**src/rtl/egress_arbiter_pkg.sv**
```systemverilog
// Shared definitions for the egress arbiter: port count, port index type,
// default data width and the round-robin pointer advance.
package egress_arbiter_pkg;

    localparam int NUM_PORTS  = 4;
    localparam int DATA_W_DEF = 8;

    typedef logic [1:0] port_idx_t;

    // Next round-robin start position: the port after the one just granted.
    function automatic port_idx_t rr_next(input port_idx_t p);
        return port_idx_t'(p + 2'd1);
    endfunction

endpackage

```
**src/rtl/egress_skid_buffer.sv**
```systemverilog
// Two-entry buffer of {src, data} beats with a registered head. Absorbs the
// beat already in flight from a FIFO read when the downstream stalls.
module egress_skid_buffer
    import egress_arbiter_pkg::*;
#(
    parameter int DATA_W = DATA_W_DEF
) (
    input  logic              clk,
    input  logic              reset,
    input  logic              push,
    input  port_idx_t         push_src,
    input  logic [DATA_W-1:0] push_data,
    input  logic              pop,
    output logic [DATA_W-1:0] head_data,
    output port_idx_t         head_src,
    output logic              head_valid,
    output logic [1:0]        occ
);

    logic [DATA_W-1:0] head_data_reg, head_data_next;
    logic [DATA_W-1:0] tail_data_reg, tail_data_next;
    port_idx_t         head_src_reg, head_src_next;
    port_idx_t         tail_src_reg, tail_src_next;
    logic [1:0]        occ_reg, occ_next;
    logic              pop_eff;

    // A pop on an empty buffer is meaningless; ignore it.
    assign pop_eff = pop && (occ_reg != 2'd0);

    // Next-state: shift the tail forward on pop, write the new beat into the
    // first free slot (the head when the buffer is or becomes empty).
    always_comb begin
        head_data_next = head_data_reg;
        head_src_next  = head_src_reg;
        tail_data_next = tail_data_reg;
        tail_src_next  = tail_src_reg;
        occ_next       = occ_reg;
        case (occ_reg)
            2'd0: begin
                if (push) begin
                    head_data_next = push_data;
                    head_src_next  = push_src;
                    occ_next       = 2'd1;
                end
            end
            2'd1: begin
                if (push && pop_eff) begin
                    head_data_next = push_data;
                    head_src_next  = push_src;
                end else if (push) begin
                    tail_data_next = push_data;
                    tail_src_next  = push_src;
                    occ_next       = 2'd2;
                end else if (pop_eff) begin
                    occ_next       = 2'd0;
                end
            end
            default: begin
                // Full: a push is only legal together with a pop.
                if (pop_eff) begin
                    head_data_next = tail_data_reg;
                    head_src_next  = tail_src_reg;
                    if (push) begin
                        tail_data_next = push_data;
                        tail_src_next  = push_src;
                    end else begin
                        occ_next = 2'd1;
                    end
                end
            end
        endcase
    end

    // Buffer state register; reset clears contents so outputs read zero.
    always_ff @(posedge clk) begin
        if (reset) begin
            head_data_reg <= '0;
            head_src_reg  <= '0;
            tail_data_reg <= '0;
            tail_src_reg  <= '0;
            occ_reg       <= 2'd0;
        end else begin
            head_data_reg <= head_data_next;
            head_src_reg  <= head_src_next;
            tail_data_reg <= tail_data_next;
            tail_src_reg  <= tail_src_next;
            occ_reg       <= occ_next;
        end
    end

    assign head_data  = head_data_reg;
    assign head_src   = head_src_reg;
    assign head_valid = (occ_reg != 2'd0);
    assign occ        = occ_reg;

endmodule

```
**src/rtl/egress_arbiter.sv**
```systemverilog
// Round-robin drain of four registered-read FIFOs onto one valid/ready stream.
// A pop is only issued when the skid buffer is sure to have room for the beat
// that arrives one cycle later, so no beat is ever dropped.
module egress_arbiter
    import egress_arbiter_pkg::*;
#(
    parameter int DATA_W = DATA_W_DEF
) (
    input  logic              clk,
    input  logic              reset,
    input  logic              empty_P4,
    input  logic              empty_P5,
    input  logic              empty_P6,
    input  logic              empty_P7,
    input  logic [DATA_W-1:0] data_P4,
    input  logic [DATA_W-1:0] data_P5,
    input  logic [DATA_W-1:0] data_P6,
    input  logic [DATA_W-1:0] data_P7,
    output logic              pop_F4,
    output logic              pop_F5,
    output logic              pop_F6,
    output logic              pop_F7,
    output logic [DATA_W-1:0] data_out,
    output logic [1:0]        src_out,
    output logic              valid_out,
    input  logic              ready_in,
    output logic              idle
);

    logic [NUM_PORTS-1:0] empty_vec;
    logic [NUM_PORTS-1:0] pop_vec;
    logic [DATA_W-1:0]    data_arr [NUM_PORTS];

    port_idx_t  rr_reg;
    logic       pend_reg;
    port_idx_t  pend_src_reg;

    port_idx_t  grant;
    logic       found;
    logic       issue;
    logic       deq;
    logic [1:0] occ;
    logic [2:0] budget;
    port_idx_t  head_src;

    assign empty_vec = {empty_P7, empty_P6, empty_P5, empty_P4};
    assign data_arr[0] = data_P4;
    assign data_arr[1] = data_P5;
    assign data_arr[2] = data_P6;
    assign data_arr[3] = data_P7;

    assign deq = valid_out && ready_in;

    // Slots committed after this cycle: buffered + in flight - leaving now.
    // At most one may be committed before another pop is allowed.
    assign budget = {1'b0, occ} + {2'b0, pend_reg} - {2'b0, deq};

    // Grant search: first non-empty port starting at rr_reg, wrapping mod 4.
    always_comb begin
        grant = rr_reg;
        found = 1'b0;
        for (int k = 0; k < NUM_PORTS; k++) begin
            port_idx_t idx;
            idx = rr_reg + port_idx_t'(k);
            if (!found && !empty_vec[idx]) begin
                found = 1'b1;
                grant = idx;
            end
        end
    end

    assign issue = found && (budget <= 3'd1) && !reset;

    generate
        for (genvar gi = 0; gi < NUM_PORTS; gi++) begin : g_pop
            assign pop_vec[gi] = issue && (grant == port_idx_t'(gi));
        end
    endgenerate

    assign pop_F4 = pop_vec[0];
    assign pop_F5 = pop_vec[1];
    assign pop_F6 = pop_vec[2];
    assign pop_F7 = pop_vec[3];

    // Arbitration state: advance the pointer past each grant and remember
    // which FIFO's read data lands next cycle.
    always_ff @(posedge clk) begin
        if (reset) begin
            rr_reg       <= '0;
            pend_reg     <= 1'b0;
            pend_src_reg <= '0;
        end else if (issue) begin
            rr_reg       <= rr_next(grant);
            pend_reg     <= 1'b1;
            pend_src_reg <= grant;
        end else begin
            pend_reg     <= 1'b0;
        end
    end

    egress_skid_buffer #(
        .DATA_W (DATA_W)
    ) u_buf (
        .clk        (clk),
        .reset      (reset),
        .push       (pend_reg),
        .push_src   (pend_src_reg),
        .push_data  (data_arr[pend_src_reg]),
        .pop        (deq),
        .head_data  (data_out),
        .head_src   (head_src),
        .head_valid (valid_out),
        .occ        (occ)
    );

    assign src_out = head_src;
    assign idle    = (occ == 2'd0) && !pend_reg && (&empty_vec);

endmodule
```
**config.mk**
```make
export PLATFORM = sky130hd
export DESIGN_NAME = egress_arbiter
export DESIGN_NICKNAME = d
export VERILOG_FILES = /design/src/rtl/egress_arbiter_pkg.sv /design/src/rtl/egress_skid_buffer.sv /design/src/rtl/egress_arbiter.sv
export SDC_FILE = /design/constraint.sdc
export NUM_CORES = 1
export LEC_CHECK = 0
export CAP_MARGIN = 20
export CELL_PAD_IN_SITES_DETAIL_PLACEMENT = 0
export CELL_PAD_IN_SITES_GLOBAL_PLACEMENT = 1
export CORE_MARGIN = 1
export CORE_UTILIZATION = 33
export CTS_CLUSTER_SIZE = 30
export DETAILED_ROUTE_END_ITERATION = 6
export GPL_TIMING_DRIVEN = 0
export PLACE_DENSITY_LB_ADDON = 0.08
export SLEW_MARGIN = 10
export SYNTH_ARGS = -nofsm -noshare
export SYNTH_HDL_FRONTEND = slang
export SYNTH_SLANG_ARGS = --single-unit
export TNS_END_PERCENT = 20
```
**constraint.sdc**
```tcl
create_clock -name clk -period 3.01 [get_ports clk]
set_clock_uncertainty 0.2 [all_clocks]
set_input_delay 0.301 -clock clk [delete_from_list [all_inputs] [get_ports clk]]
set_output_delay 0.301 -clock clk [all_outputs]
set_load 0.005 [all_outputs]
```
==> impl_metrics.csv <==
group,metric,value,unit
power_and_ir_drop,ir_drop,0.290,mV
floorplanning,die_h,70.9,um
global_routing,grt_start_max_net_pins,15,
synthesis,synth_area,1570,um2
place,dp_cells,259,
setup_path,required,2510,ps
sta,drv_slew,0,
synthesis,synthesis.nets,200,
sta,max_freq,341,MHz
clocking,clock_latency,270,ps
floorplanning,io_pins,55,
synthesis,yosys_warnings,0,
clocking,path_clk_slew,90,ps
synthesis,syn_inst,154,
sta,relSlewSlack,60.4,%
synthesis,netlist_top_cells_count,"dfxtp_1, nor2_1, mux2i_1, a211oi_1, inv_1",
place,globalplace.congestion,0.680,
routing,drc,0,
sta,post-route-period-util,97.3,%
global_routing,antenna_found_initial,0,
clocking,cts_sinks,27,
synthesis,ys.flop_type,"dfxtp_1",
setup_path,critPathLaunchType,"register",
synthesis,async_flop_share,0,%
floorplanning,fp.dieW,70.9,um
power_and_ir_drop,p_per_area,667,nW/um2
routing,num_vias,1342,
global_routing,grt_pass1_wl,6.52,mm
synthesis,synth.distinct_cells,36,
setup_path,crit_slowest_cell,"fa_2",
global_routing,grtUsageTotal,16.3,%
synthesis,synthTopCellsByArea,"dfxtp_1, mux2i_1, mux4_2",
power_and_ir_drop,power_leakage,0.000934,uW
routing,postRouteAntennaNets,0,
cells_and_area,instances_no_fill,269,
clocking,cts_tree,"built",
setup_path,cp_max_fo,5,
clocking,cts_buffers,3,
routing,wl,3.88,mm
setup_path,slowest_delay,500,ps
floorplanning,initial_utilization,35.0,%
routing,drt-initial-drc-count,24,
cells_and_area,fin_util,51.0,%
cells_and_area,antennaDiodeCount,0,
clocking,htreeDepth,1,
flow_run,maxCapViolCount,0,
place,hpwl,2.87,mm
sta,setup_viol_count_final,0,
routing,avgViaCountPerCell,4.99,
synthesis,yosysMostFrequentCell,"dfxtp_1",
floorplanning,die-area,5030,um2
clocking,clockBufferDepth,2,
hold_path,hold_path_class,"in2reg",
clocking,cts_root_buffer,"clkbuf_8",
synthesis,seq_area_frac_synth,34.5,%
synthesis,postSynthAreaPerCell,10.2,um2
floorplanning,rows,24,
place,io_buffer_count,53,
synthesis,synth_top_cell_area_share,34.5,%
cells_and_area,drive_gt1_share,19.4,%
setup_path,path_class,"reg2out",
setup_path,cpMostUsedCell,"buf_6",
setup_path,arrival,2430,ps
setup_path,crit_chain,"nor2_4 > nor2_1 > ha_1 > inv_1 > ha_2 > inv_2 > fa_2 > and4b_1 > buf_6 > and2_4 > buf_6",
synthesis,synth.largest_area_cell,"dfxtp_1",
cells_and_area,nNetsFinal,264,
synthesis,synth_edf_count,0,
run_status,outcome,"finished clean",
floorplanning,core-area,4470,um2
cells_and_area,syn_to_final_growth,45.6,%
global_routing,overflow,0,
routing,routedWlPerCell,14.4,um
global_routing,first_global_vias,1497,
sta,final.setup.tns,0,ps
sta,min_period,2930,ps
sta,hold_violations,0,
setup_path,end_kind,"output pin",
routing,dr.pass1.iters,6,
sta,rsz0062_at_grt,"true",
cells_and_area,fill_cells,411,
synthesis,ys_seq_elements,27,
sta,worst_pin_slew,594,ps
-- metrics by stage --
| step | total power, uW | hold slack [ps] | setup slack, ps | area (um2) |
|---|---|---|---|---|
| final | 1520 | 278 | 81.1 | 2280 |
| after global routing | 1640 | 305 | -36.9 | 2280 |
| after CTS | 1500 | 283 | 19.8 | 2240 |
| after detailed placement | 1270 | 292 | -592 | 2160 |
| after global placement | 1250 | 274 | -568 | 2160 |
| after floorplan | 978 | 263 | 399 | 1570 |
-- cells by family (layout without fill, tap and decap cells) --
kind of cell	Yosys count	after routing	share of synthesized area [%]
and+or+nand+nor	43	43	13.9
muxes	30	30	25.8
DFF	27	27	34.5
AOI/OAI and AO/OA	25	25	11.3
buffers and inverters	20	83	7.34
adders and majority gates	7	7	6.07
xor gates and xnor gates	2	2	1.12
-- per-layer routing --
layer / routed length (um) / track usage (%) / up-vias
li1: - / - / 673
met3: 147 / 2.14 / 2
met1: 1670 / 18.2 / 637
met5: 0 / 0 / -
met2: 2050 / 32.3 / 30
met4: 13 / 3.78 / 0
-- path summary, 6_finish.rpt --
check             slack, ps  depth (start not counted)                 end          startpoint
setup / recovery         80                         11              pop_F5        u_buf.occ[0]
hold / removal          280                          2           rr_reg[0]               reset
setup reg to reg        410                         12           rr_reg[0]        u_buf.occ[0]
hold reg to reg         300                          2  u_buf.head_data[6]  u_buf.head_data[6]
-- timing repair --
action	4_1_cts	5_1_grt
endpoints found under the setup margin	4	4
hold buffers	0	0
gates resized for setup	10	20
setup buffers	5	2
hold endpoints to repair	0	0
gates cloned	0	0
pin swaps	3	4
-- final cells by class --
class	count	area [um2]	area share [%]
Buffer	11	73.8	3.23
Timing Repair Buffer	60	588	25.8
Sequential cell	27	548	24.0
Tap cell	52	65.1	2.85
Clock buffer	4	45.0	1.97
Multi-Input combinational cell	107	932	40.8
Inverter	8	30.0	1.32
-- where the power goes --
part	leakage, uW	internal [uW]	switching [uW]
logic	0.000689	458	354
registers	0.000223	447	58.5
clock network	0.0000228	94.6	109
-- critical path: cells and delay by family, from the launching register on --
family	cells	cell delay [ps]
and+or+nand+nor	4	550
DFF	1	370
adders and majority gates	3	940
buffers and inverters	4	310
-- layout by cell type, fill, tap and decap left out, types with 2 or more instances in the layout --
| cell type | netlist | layout |
|---|---|---|
| o21ai_0 | 3 | 3 |
| clkbuf_8 | 0 | 3 |
| buf_6 | 4 | 7 |
| a211oi_2 | 2 | 2 |
| ha_1 | 6 | 5 |
| mux2i_1 | 22 | 22 |
| buf_4 | 2 | 9 |
| clkbuf_1 | 4 | 5 |
| dfxtp_1 | 27 | 25 |
| a21oi_1 | 4 | 4 |
| nand3b_1 | 2 | 2 |
| mux4_2 | 7 | 7 |
| dfxtp_4 | 0 | 2 |
| clkdlybuf4s50_1 | 0 | 48 |
| inv_1 | 8 | 7 |
| and2_4 | 0 | 4 |
| nor2_1 | 23 | 23 |
| nor2_2 | 3 | 2 |
| xnor2_1 | 2 | 2 |
| buf_2 | 2 | 2 |
| a211oi_1 | 10 | 10 |
Note: power is estimated with default switching activity, not from simulation.
